**src/rtl/load_store_unit_if.sv**
```systemverilog
// load_store_unit_if: core request/response and data-memory port bundle for the load/store unit.
interface load_store_unit_if #(
  parameter int XLEN        = 32,
  parameter int DMEM_ADDR_W = 10
);
  logic                   req_valid;
  logic                   req_ready;
  logic                   req_write;
  logic [2:0]             req_funct3;
  logic [XLEN-1:0]        req_addr;
  logic [XLEN-1:0]        req_wdata;
  logic                   resp_valid;
  logic                   resp_ready;
  logic [XLEN-1:0]        resp_rdata;
  logic                   resp_err;
  logic [DMEM_ADDR_W-1:0] mem_addr;
  logic [XLEN-1:0]        mem_wdata;
  logic                   mem_we;
  logic [XLEN-1:0]        mem_rdata;
  modport master (
    output req_valid, req_write, req_funct3, req_addr, req_wdata, resp_ready, mem_rdata,
    input  req_ready, resp_valid, resp_rdata, resp_err, mem_addr, mem_wdata, mem_we
  );
  modport slave (
    input  req_valid, req_write, req_funct3, req_addr, req_wdata, resp_ready, mem_rdata,
    output req_ready, resp_valid, resp_rdata, resp_err, mem_addr, mem_wdata, mem_we
  );
endinterface

```
**src/rtl/load_store_unit.sv**
```systemverilog
// load_store_unit: turns core load/store requests into word accesses, sub-word stores via read-modify-write.
module load_store_unit #(
  parameter int XLEN        = 32,
  parameter int DMEM_ADDR_W = 10
) (
  input logic               clk,
  input logic               rst,
  load_store_unit_if.slave  bus
);
  typedef enum logic [1:0] {IDLE, ACCESS, WRITE, RESP} state_t;
  state_t          state_q, state_d;
  logic            write_q, write_d;
  logic [2:0]      funct3_q, funct3_d;
  logic [XLEN-1:0] addr_q, addr_d;
  logic [XLEN-1:0] wdata_q, wdata_d;
  logic [XLEN-1:0] merged_q, merged_d;
  logic [XLEN-1:0] rdata_q, rdata_d;
  logic            err_q, err_d;
  logic            legal, aligned;
  logic [4:0]      shift;
  logic [XLEN-1:0] lane, mask, load_val;
  logic            unused_addr;
  assign unused_addr = ^addr_q[XLEN-1:DMEM_ADDR_W+2];
  always_comb begin
    legal    = bus.req_write ? bus.req_funct3 inside {3'b000, 3'b001, 3'b010}
                             : bus.req_funct3 inside {3'b000, 3'b001, 3'b010, 3'b100, 3'b101};
    aligned  = bus.req_funct3[1:0] == 2'b01 ? !bus.req_addr[0] :
               bus.req_funct3[1:0] == 2'b10 ? bus.req_addr[1:0] == 2'b00 : 1'b1;
    shift    = {addr_q[1:0], 3'b000};
    lane     = bus.mem_rdata >> shift;
    mask     = (funct3_q[0] ? XLEN'(16'hFFFF) : XLEN'(8'hFF)) << shift;
    load_val = funct3_q == 3'b000 ? {{(XLEN-8){lane[7]}}, lane[7:0]} :
               funct3_q == 3'b001 ? {{(XLEN-16){lane[15]}}, lane[15:0]} :
               funct3_q == 3'b100 ? XLEN'(lane[7:0]) :
               funct3_q == 3'b101 ? XLEN'(lane[15:0]) : lane;
    state_d  = state_q;
    write_d  = write_q;
    funct3_d = funct3_q;
    addr_d   = addr_q;
    wdata_d  = wdata_q;
    merged_d = merged_q;
    rdata_d  = rdata_q;
    err_d    = err_q;
    case (state_q)
      IDLE: if (bus.req_valid) begin
        write_d  = bus.req_write;
        funct3_d = bus.req_funct3;
        addr_d   = bus.req_addr;
        wdata_d  = bus.req_wdata;
        state_d  = legal && aligned ? ACCESS : RESP;
        // an error response is final at accept time; no memory access follows
        if (!(legal && aligned)) begin
          err_d   = 1'b1;
          rdata_d = '0;
        end
      end
      ACCESS: begin
        rdata_d  = write_q ? '0 : load_val;
        err_d    = 1'b0;
        merged_d = (bus.mem_rdata & ~mask) | ((wdata_q << shift) & mask);
        state_d  = write_q && funct3_q != 3'b010 ? WRITE : RESP;
      end
      WRITE:   state_d = RESP;
      default: state_d = bus.resp_ready ? IDLE : RESP;
    endcase
  end
  always_ff @(posedge clk) begin
    if (rst) begin
      state_q  <= IDLE;
      write_q  <= 1'b0;
      funct3_q <= '0;
      addr_q   <= '0;
      wdata_q  <= '0;
      merged_q <= '0;
      rdata_q  <= '0;
      err_q    <= 1'b0;
    end else begin
      state_q  <= state_d;
      write_q  <= write_d;
      funct3_q <= funct3_d;
      addr_q   <= addr_d;
      wdata_q  <= wdata_d;
      merged_q <= merged_d;
      rdata_q  <= rdata_d;
      err_q    <= err_d;
    end
  end
  assign bus.req_ready  = state_q == IDLE;
  assign bus.resp_valid = state_q == RESP;
  assign bus.resp_rdata = rdata_q;
  assign bus.resp_err   = err_q;
  assign bus.mem_addr   = addr_q[DMEM_ADDR_W+1:2];
  // rst gates the strobe directly so a write in the reset cycle never lands
  assign bus.mem_we     = !rst && (state_q == WRITE || (state_q == ACCESS && write_q && funct3_q == 3'b010));
  assign bus.mem_wdata  = state_q == WRITE ? merged_q : state_q == ACCESS && write_q ? wdata_q : '0;
endmodule
```
**src/flat_wrapper.sv**
```systemverilog
// flat-port wrapper written by rule: the top's interface ports become plain ports
module load_store_unit_flat 
#(
  parameter int XLEN        = 32,
  parameter int DMEM_ADDR_W = 10
)
  (clk, rst, bus_req_valid, bus_req_write, bus_req_funct3, bus_req_addr, bus_req_wdata, bus_resp_ready, bus_mem_rdata, bus_req_ready, bus_resp_valid, bus_resp_rdata, bus_resp_err, bus_mem_addr, bus_mem_wdata, bus_mem_we);
  load_store_unit_if #(.XLEN(XLEN), .DMEM_ADDR_W(DMEM_ADDR_W)) bus_i ();
  input logic clk;
  input logic rst;
  input wire logic [$bits(bus_i.req_valid)-1:0] bus_req_valid;
  input wire logic [$bits(bus_i.req_write)-1:0] bus_req_write;
  input wire logic [$bits(bus_i.req_funct3)-1:0] bus_req_funct3;
  input wire logic [$bits(bus_i.req_addr)-1:0] bus_req_addr;
  input wire logic [$bits(bus_i.req_wdata)-1:0] bus_req_wdata;
  input wire logic [$bits(bus_i.resp_ready)-1:0] bus_resp_ready;
  input wire logic [$bits(bus_i.mem_rdata)-1:0] bus_mem_rdata;
  output wire logic [$bits(bus_i.req_ready)-1:0] bus_req_ready;
  output wire logic [$bits(bus_i.resp_valid)-1:0] bus_resp_valid;
  output wire logic [$bits(bus_i.resp_rdata)-1:0] bus_resp_rdata;
  output wire logic [$bits(bus_i.resp_err)-1:0] bus_resp_err;
  output wire logic [$bits(bus_i.mem_addr)-1:0] bus_mem_addr;
  output wire logic [$bits(bus_i.mem_wdata)-1:0] bus_mem_wdata;
  output wire logic [$bits(bus_i.mem_we)-1:0] bus_mem_we;
  assign bus_i.req_valid = bus_req_valid;
  assign bus_i.req_write = bus_req_write;
  assign bus_i.req_funct3 = bus_req_funct3;
  assign bus_i.req_addr = bus_req_addr;
  assign bus_i.req_wdata = bus_req_wdata;
  assign bus_i.resp_ready = bus_resp_ready;
  assign bus_i.mem_rdata = bus_mem_rdata;
  assign bus_req_ready = bus_i.req_ready;
  assign bus_resp_valid = bus_i.resp_valid;
  assign bus_resp_rdata = bus_i.resp_rdata;
  assign bus_resp_err = bus_i.resp_err;
  assign bus_mem_addr = bus_i.mem_addr;
  assign bus_mem_wdata = bus_i.mem_wdata;
  assign bus_mem_we = bus_i.mem_we;
  load_store_unit #(.XLEN(XLEN), .DMEM_ADDR_W(DMEM_ADDR_W)) u_core (.clk(clk), .rst(rst), .bus(bus_i));
endmodule
```
**config.mk**
```make
export PLATFORM = sky130hd
export DESIGN_NAME = load_store_unit_flat
export DESIGN_NICKNAME = d
export VERILOG_FILES = /design/src/rtl/load_store_unit_if.sv /design/src/rtl/load_store_unit.sv /design/src/flat_wrapper.sv
export SDC_FILE = /design/constraint.sdc
export NUM_CORES = 1
export LEC_CHECK = 0
export ABC_AREA = 1
export BUFFER_PORTS_ARGS = -buffer_cell sky130_fd_sc_hd__clkbuf_2
export CAP_MARGIN = 10
export CORE_ASPECT_RATIO = 0.75
export CORE_MARGIN = 2
export CORE_UTILIZATION = 30
export DETAILED_ROUTE_END_ITERATION = 16
export PLACE_DENSITY = 0.49
export SLEW_MARGIN = 15
export SYNTH_ARGS = -nofsm -noshare
export SYNTH_HDL_FRONTEND = slang
export SYNTH_SLANG_ARGS = --single-unit
```
**constraint.sdc**
```tcl
create_clock -name clk -period 2.5 [get_ports clk]
set_clock_uncertainty 0.2 [all_clocks]
set_input_delay 0.5 -clock clk [delete_from_list [all_inputs] [get_ports clk]]
set_output_delay 0.5 -clock clk [all_outputs]
set_load 0.005 [all_outputs]
```
Yosys cells after proc, flatten, opt, wreduce, memory -nomap -nowiden

Index checks and enable logic that the tools add are counted.

Reduce and logical (&&, ||, !) cells: 17
Bitwise logic cells: 4
Mux-type cells: 22
Shift operators: 3
Equality and inequality tests: 16

Operators by type and width:

| cell                                                 | number |
|---|---|
| 2-to-1 mux 32 bit                                    | 9 |
| bitwise AND 32 bit                                   | 2 |
| one-hot mux 32 bit (2 select lines)                  | 1 |
| NOT 32 bit                                           | 1 |
| bitwise OR 32 bit                                    | 1 |
| << shifter 16 x 5 -> 32 bit                          | 1 |
| << shifter 32 x 5 -> 32 bit                          | 1 |
| >> shifter 32 x 5 -> 32 bit                          | 1 |
| 2-to-1 mux 16 bit                                    | 1 |
| equality test 3 bit (second input constant)          | 4 |
| equality test 2 bit (second input constant)          | 3 |
| equality test 3 x 1 -> 1 bit (second input constant) | 2 |
| equality test 3 x 2 -> 1 bit (second input constant) | 2 |
| zero test 3 bit                                      | 2 |
| 2-to-1 mux 1 bit                                     | 6 |
| 2-to-1 mux 2 bit                                     | 3 |
| one-hot mux 2 bit (3 select lines)                   | 1 |
| logical AND 1 bit                                    | 5 |
| nonzero test 5 bit                                   | 1 |
| equality test 2 x 1 -> 1 bit (second input constant) | 2 |
| zero test 2 bit                                      | 2 |
| != test 2 bit (second input constant)                | 2 |
| != test 3 x 2 -> 1 bit (second input constant)       | 1 |
| AND reduction 3 bit                                  | 1 |
| other kinds (6)                                      | 7 |

Bits in registers: 115
Logic and storage cells: 70
Input bits: 104
Output and inout bits: 78

Logic depth before layout (Yosys ltp)

Gate-level depths: netlist of the first run.

Depth in word-level cells: 7
Mapped depth: 12
Mapped depth without buffers: 10

Worst setup path before layout of the first run

Ideal clock, no wire load.

Path type: register to output
Start: register u_core.state_q[0]
End: output port bus_mem_wdata[20]
Path buffers: 2
Path slack: 0.422 ns
Cell stages (with the launch flop): 8
Arrival: 1.378 ns
Required time: 1.800 ns
Path through: dfxtp_1 > inv_1 > ha_1 > clkbuf_1 > inv_1 > clkbuf_1 > nand2_1 > o21ai_0

Word-level cells in the longest chain between the ends: 4
Elaborated cells on any way between the ends: 5
Classes of those cells: eq/ne (2); mux (2); reduce/logical (1)

Ends and longest elaborated chain:

| item                         | RTL line              | RTL |
|---|---|---|
| from (decl)                  | load_store_unit.sv:11 | `state_t state_q, state_d;` |
| from (signal assigned)       | load_store_unit.sv:78 | `state_q <= state_d;` |
| equality test 2 x 1 -> 1 bit | load_store_unit.sv:95 | `assign bus.mem_wdata = state_q == WRITE ? merged_q : state_q == ACCESS && write_q ? wdata_q : '0;` |
| logical AND 1 bit            | load_store_unit.sv:95 |  |
| 2-to-1 mux 32 bit            | load_store_unit.sv:95 |  |
| 2-to-1 mux 32 bit (*)        | load_store_unit.sv:95 |  |
| to (decl)                    | flat_wrapper.sv:23    | `output wire logic [$bits(bus_i.mem_wdata)-1:0] bus_mem_wdata;` |

Every way passes the cells marked *; elsewhere a longest branch is shown, timed or not.

Worst setup path in the final report of the first run

Start: register u_core.state_q[1]
End: output port bus_mem_we

Word-level cells in the longest chain between the ends: 5
Elaborated cells on any way between the ends: 6
Classes of those cells: eq/ne (2); reduce/logical (4)

Ends and longest elaborated chain:

| item                            | RTL line              | RTL |
|---|---|---|
| equality test 2 x 1 -> 1 bit    | load_store_unit.sv:94 | `assign bus.mem_we = !rst && (state_q == WRITE \|\| (state_q == ACCESS && write_q && funct3_q == 3'b010));` |
| logical AND 1 bit (2 in series) | load_store_unit.sv:94 |  |
| logical OR 1 bit (*)            | load_store_unit.sv:94 |  |
| logical AND 1 bit (*)           | load_store_unit.sv:94 |  |
| to (decl)                       | flat_wrapper.sv:24    | `output wire logic [$bits(bus_i.mem_we)-1:0] bus_mem_we;` |

Marked as above.

==> flow_summary.ini, run 1 <==
[floorplan]
initial_core_util = 0.3075
dieArea_um2 = 22010
die_h_um = 129.0
boundaryPins = 182
die_w_um = 170.7
rows = 45
coreArea_um2 = 20330

[synthesis]
ys_async_sr_fraction = 0
synth_mux_area_frac = 0
yosysWarningCount = 0
synth_xor_xnor_area_share = 0
synthSimpleGateAreaFrac = 0.2993
avgSynthCellArea_um2 = 6.635
synth_cell_types = 33
synth.net_count = 1050
syn_area_um2 = 6250
synth_edf_count = 0
synthAdderAreaFrac = 0.008008
synth_compound_area_frac = 0.2256
synth_top_family_by_area = simple AND/OR/NAND/NOR gates
yosys_most_used_dff = dfxtp_1
yosysSeqAreaShare = 0.3684
synth.ff_latch_count = 115
netlist_instances = 942

[detailed_routing]
drt_first_iter_violations = 463
viasPerCell = 4.781
wire_per_inst_um = 16.64
drt-total-wl_um = 22820
ant_nets = 0
drc = 0
vias = 6555
drt-pass1-iter-count = 5

[run]
maxCapViolations = 0

[power]
p_total_uw = 9611
cellPowerDensity_nw_per_um2 = 1189
irDropWorstVdd_uv = 640.1
p_leak_uw = 0.003663

[clock_tree]
cts_tree = done
clock_sinks = 115
htreeDepth = 4
clock_path_buffers = 2
insertion_delay_ns = 0.42
clk_pin_slew_worst_paths_ns = 0.06
ctsHoldBuffers = 0
cts_buffers = 17
clock-root-buffer = clkbuf_16

[sta]
report.final.slew_viol_count = 0
fin_crit_sh = 0.9861
rsz0062_at_grt = yes
tightest_slew_ns = 0.6911
max_freq_mhz = 405.6
finalSetupViolations = 0
slew_headroom = 0.5393
finalHoldViolCount = 0
fin_crit_ns = 2.465
finalWorstSetupSlack_ns = 0.03470

[status]
outcome = completed

[placement]
place.gp.congestion = 0.9183
dp_worst_setup_slack_ns = 0.1603
port_buffers = 161
dp_hpwl_um = 16880

[cells_and_area]
fin_util = 0.3977
drive_gt1_frac = 0.2792
area_delta_synth_final_pct = 29.35
nNetsFinal = 1184
diodes = 0

[critical_path]
cp_data_required_time_ns = 1.80
endpoint_kind = output pin
start_kind = flop
crit_type = reg -> out
path_max_fanout = 3
cp.arrival_ns = 1.77

[min_path]
hp-class = in -> reg

[global_route]
globalRouteOverflowTotal = 0
grtUsageTotal = 0.2078
grt_pass1_vias = 6069
grt_pass1_wl_um = 34650
grt_start_max_net_pins = 64
antenna_found_initial = 0
## power breakdown
part	internal, µW	switching, µW	total [µW]
Sequential	2400	390	2790
Combinational	1390	2610	4000
Clock	1890	929	2820
## per-stage QoR
step / hold WS [ns] / cells / area [µm²] / setup TNS [ns]
finish: 0.1226 / 1371 / 8084 / 0
global placement: 0.2560 / 1332 / 7201 / 0
CTS: 0.1138 / 1367 / 7980 / -0.05508
global route: 0.1437 / 1371 / 8084 / -0.04470
floorplan: 0.2491 / 942 / 6250 / 0
detailed placement: 0.2586 / 1332 / 7201 / 0
## worst paths after layout
check / startpoint / endpoint / slack, ns / depth (start not counted)
setup reg to reg: u_core.state_q[1]$_SDFFE_PP0P_ / u_core.bus.resp_rdata[10]$_SDFFE_PP0P_ / 0.22 / 11
hold reg to reg: u_core.bus.resp_rdata[10]$_SDFFE_PP0P_ / u_core.bus.resp_rdata[10]$_SDFFE_PP0P_ / 0.27 / 2
hold / removal: bus_req_addr[6] / u_core.addr_q[6]$_SDFFE_PP0P_ / 0.12 / 3
setup / recovery: u_core.state_q[1]$_SDFFE_PP0P_ / bus_mem_we / 0.03 / 6
## per-layer routing
metal	wire length (µm)	track usage	vias to the layer above
met5	0	0	-
met4	209	0.04776	0
met3	1887	0.05906	14
met2	8972	0.2846	226
met1	11750	0.3161	2959
li1	-	-	3356
## synthesized netlist by cell type (2+ instances only)
| cell type | instances | area [µm²] |
|---|---|---|
| buf_6 | 2 | 22.52 |
| nand3_1 | 51 | 255.2 |
| buf_2 | 11 | 55.05 |
| a21oi_2 | 21 | 183.9 |
| o21ai_0 | 113 | 565.5 |
| a21oi_1 | 53 | 265.3 |
| nand3_2 | 2 | 20.02 |
| buf_4 | 17 | 127.6 |
| ha_1 | 4 | 50.05 |
| nand2_2 | 23 | 143.9 |
| a22oi_1 | 6 | 45.04 |
| o21ai_2 | 2 | 17.52 |
| o211ai_1 | 31 | 232.7 |
| o221ai_1 | 2 | 17.52 |
| nor2_4 | 2 | 22.52 |
| inv_2 | 11 | 41.29 |
| buf_12 | 2 | 40.04 |
| nand2_1 | 292 | 1096 |
| nor2_1 | 79 | 296.5 |
| dfxtp_1 | 115 | 2302 |
| clkbuf_1 | 41 | 153.9 |
| o31ai_1 | 10 | 75.07 |
| inv_1 | 42 | 157.7 |
## state kept, by name (all words and copies together), names as in the netlist
signal,count
u_core.state_q,2
u_core.merged_q,32
u_core.funct3_q,3
u_core.addr_q,12
u_core.wdata_q,32
u_core.write_q,1
u_core.bus.resp_rdata,32
u_core.bus.resp_err,1
## worst max-delay path: stages (launching register included)
cell and delay [ns]:
dfxtp_4 0.36, inv_4 0.06, ha_4 0.13, nand2_4 0.05, or4_4 0.43, a21oi_4 0.17, clkbuf_2 0.14
## final cells by class
type	instances	area, µm²
clock buffers	19	442.9
clock inverters	13	231.5
repair buffers	188	1091
multi-input cells	697	3430
fillers	2241	12240
well taps	282	352.8
inverters	56	220.2
repair inverters	1	5.005
flip-flops and latches	115	2311
## cell families (layout without fill, tap and decap cells)
group                      count (synthesis)  count (layout)
DFF                                      115             115
AOI/OAI and AO/OA                        239             239
adders and majority gates                  4               4
and+or+nand+nor                          454             454
buffers and inverters                    130             277
## layout by cell type, fill, tap and decap left out, types with 3 or more instances in the layout
| cell | count |
|---|---|
| a21oi_1 | 52 |
| a21oi_2 | 21 |
| a22oi_1 | 6 |
| buf_12 | 4 |
| buf_4 | 20 |
| bufinv_16 | 6 |
| clkbuf_16 | 18 |
| clkbuf_2 | 161 |
| clkinv_2 | 3 |
| clkinv_4 | 3 |
| clkinvlp_4 | 3 |
| dfxtp_1 | 112 |
| inv_1 | 38 |
| inv_2 | 13 |
| nand2_1 | 291 |
| nand2_2 | 23 |
| nand3_1 | 51 |
| nor2_1 | 79 |
| o211ai_1 | 31 |
| o21ai_0 | 95 |
| o21ai_1 | 17 |
| o21ai_2 | 3 |
| o31ai_1 | 4 |
| o31ai_2 | 4 |
## what timing repair did
item | in CTS | in global routing
cloned | 0 | 2
pin swaps | 1 | 2
setup buffers | 3 | 2
gates resized for setup | 28 | 21
setup endpoints to repair | 29 | 25
Power figures use the tool's default switching activity.
==> run 2: changes to the inputs <==
Settings changed: CELL_PAD_IN_SITES_DETAIL_PLACEMENT set to 1, CELL_PAD_IN_SITES_GLOBAL_PLACEMENT set to 1, PLACE_DENSITY 0.49 to 0.67.
==> run 2 against run 1 <==
  * The flow now finishes with violations (setup timing)
  * Die area unchanged
  * First-iteration DRC count decreased by 16%
  * Cell area decreased by 0.79%
  * Non-clock buffer count increased by 1
  * Via count increased by 4.5%
  * Final cell count about the same
  * Worst hold slack got worse by 0.0028 ns
  * Clock-buffer cell count unchanged
  * Global-route usage increased by 1.3 points
  * Largest power group unchanged
==> flow_summary.ini, run 2 (same netlist as run 1, synthesis figures left out) <==
[floorplan]
die_h_um = 129.0
die_w_um = 170.7
boundaryPins = 182
dieArea_um2 = 22010
initial_core_util = 0.3075
coreArea_um2 = 20330
rows = 45

[clock_tree]
clock_sinks = 115
insertion_delay_ns = 0.43
clock-root-buffer = clkbuf_16
cts_buffers = 17
clk_pin_slew_worst_paths_ns = 0.06
clock_path_buffers = 2
htreeDepth = 4
cts_tree = done

[cells_and_area]
mostFrequentLayoutCells = nand2_1 (291), clkbuf_2 (160), dfxtp_1 (112)
area_delta_synth_final_pct = 28.33
fillers = 2634
seqCellArea_um2 = 2311
drive_gt1_frac = 0.2801
fin_util = 0.3946
nNetsFinal = 1184
multi_input_area_um2 = 3440
fin_area_um2 = 8020
final_common_cell = nand2_1

[critical_path]
endpoint_kind = output pin
cp_data_required_time_ns = 1.80
max_stage_delay_ns = 0.43
cp_num_buf_inv = 2
path_max_fanout = 4
start_kind = flop
crit_path_top_delay_cell = or4_4
crit_family = simple AND/OR/NAND/NOR gates
crit_type = reg -> out
cp.arrival_ns = 1.80
path_cells = inv_4 > ha_4 > nand2_4 > or4_4 > a21oi_4 > buf_2

[sta]
finalSetupViolations = 1
tightest_slew_ns = 0.5744
finalSetupTns_ns = -0.0005049
finalWorstSetupSlack_ns = -0.0005049
finalHoldViolCount = 0
fin_crit_sh = 1.000
max_freq_mhz = 399.9
holdWs_ns = 0.1198
slew_headroom = 0.6130
fin_crit_ns = 2.501
rsz0062_at_grt = yes
report.final.slew_viol_count = 0

[detailed_routing]
drt_first_iter_violations = 389
vias = 6849
viasPerCell = 4.992
drc = 0
drt-total-wl_um = 24350
ant_nets = 0
wire_per_inst_um = 17.75
drt-pass1-iter-count = 6

[global_route]
antenna_found_initial = 1
grt_pass1_wl_um = 37150
grt_pass1_vias = 6715
globalRouteOverflowTotal = 0
grtUsageTotal = 0.2209
grt_start_max_net_pins = 64

[placement]
dp_hpwl_um = 17870
placed_area_um2 = 7241
port_buffers = 161
place.gp.congestion = 0.8891

[status]
violations = setup timing
outcome = complete, but fails checks

[power]
p_total_uw = 9363
irDropWorstVdd_uv = 471.7
cellPowerDensity_nw_per_um2 = 1167
p_leak_uw = 0.003637

[run]
maxCapViolations = 0

[min_path]
hp-class = in -> reg
[run 2: metrics by stage]
| step | setup slack, ns | instances |
|---|---|---|
| after CTS | -0.01403 | 1368 |
| after global routing | -0.05466 | 1371 |
| after floorplan | 0.4216 | 942 |
| after detailed placement | 0.1330 | 1334 |
| final | -0.0005049 | 1372 |
| after global placement | 0.1648 | 1334 |
[run 2: timing repair]
item,CTS,global route
gates resized for setup,24,16
pin swaps,1,4
setup endpoints to repair,33,29
buffers inserted,2,1
endpoints found under the hold margin,0,0
gates cloned,0,2
hold buffers,0,0
[run 2: worst min-delay path: stages]
cell,delay (ns)
clkbuf_2,0.07
o21ai_0,0.07
nor2_1,0.07
[run 2: layout make-up]
| class | instances | share of cell area |
|---|---|---|
| diodes | 1 | 0.0003120 |
| clock buffers | 19 | 0.05398 |
| clock inverters | 13 | 0.01856 |
| inverters | 56 | 0.02730 |
| multi-input cells | 697 | 0.4289 |
| flip-flops and latches | 115 | 0.2881 |
| well taps | 282 | 0.04399 |
| repair buffers | 189 | 0.1388 |
[run 2: power by group]
group	switching, µW	leakage [µW]	internal [µW]
Clock	989	0.000275	1480
Sequential	417	0.000946	2400
Combinational	2660	0.00242	1420
Total	4060	0.00364	5300
[run 2: routing by layer]
metal  track usage  routed length (µm)  vias up  part of all wire
met5             0                   0        -                 0
met4       0.04726                 233        0            0.0096
met3       0.05414                1635       18             0.067
met2        0.3346               10370      204              0.43
met1        0.3171               12120     3271              0.50
li1              -                   -     3356                 -
[run 2: final timing paths]
path,start,slack [ns],end,cells past startpoint
setup / recovery,u_core.state_q[1]$_SDFFE_PP0P_,-0.0005,bus_mem_we,6
setup reg to reg,u_core.state_q[1]$_SDFFE_PP0P_,0.22,u_core.bus.resp_rdata[28]$_SDFFE_PP0P_,11
hold reg to reg,u_core.bus.resp_rdata[10]$_SDFFE_PP0P_,0.27,u_core.bus.resp_rdata[10]$_SDFFE_PP0P_,2
hold / removal,bus_req_wdata[19],0.12,u_core.wdata_q[19]$_SDFFE_PP0P_,3
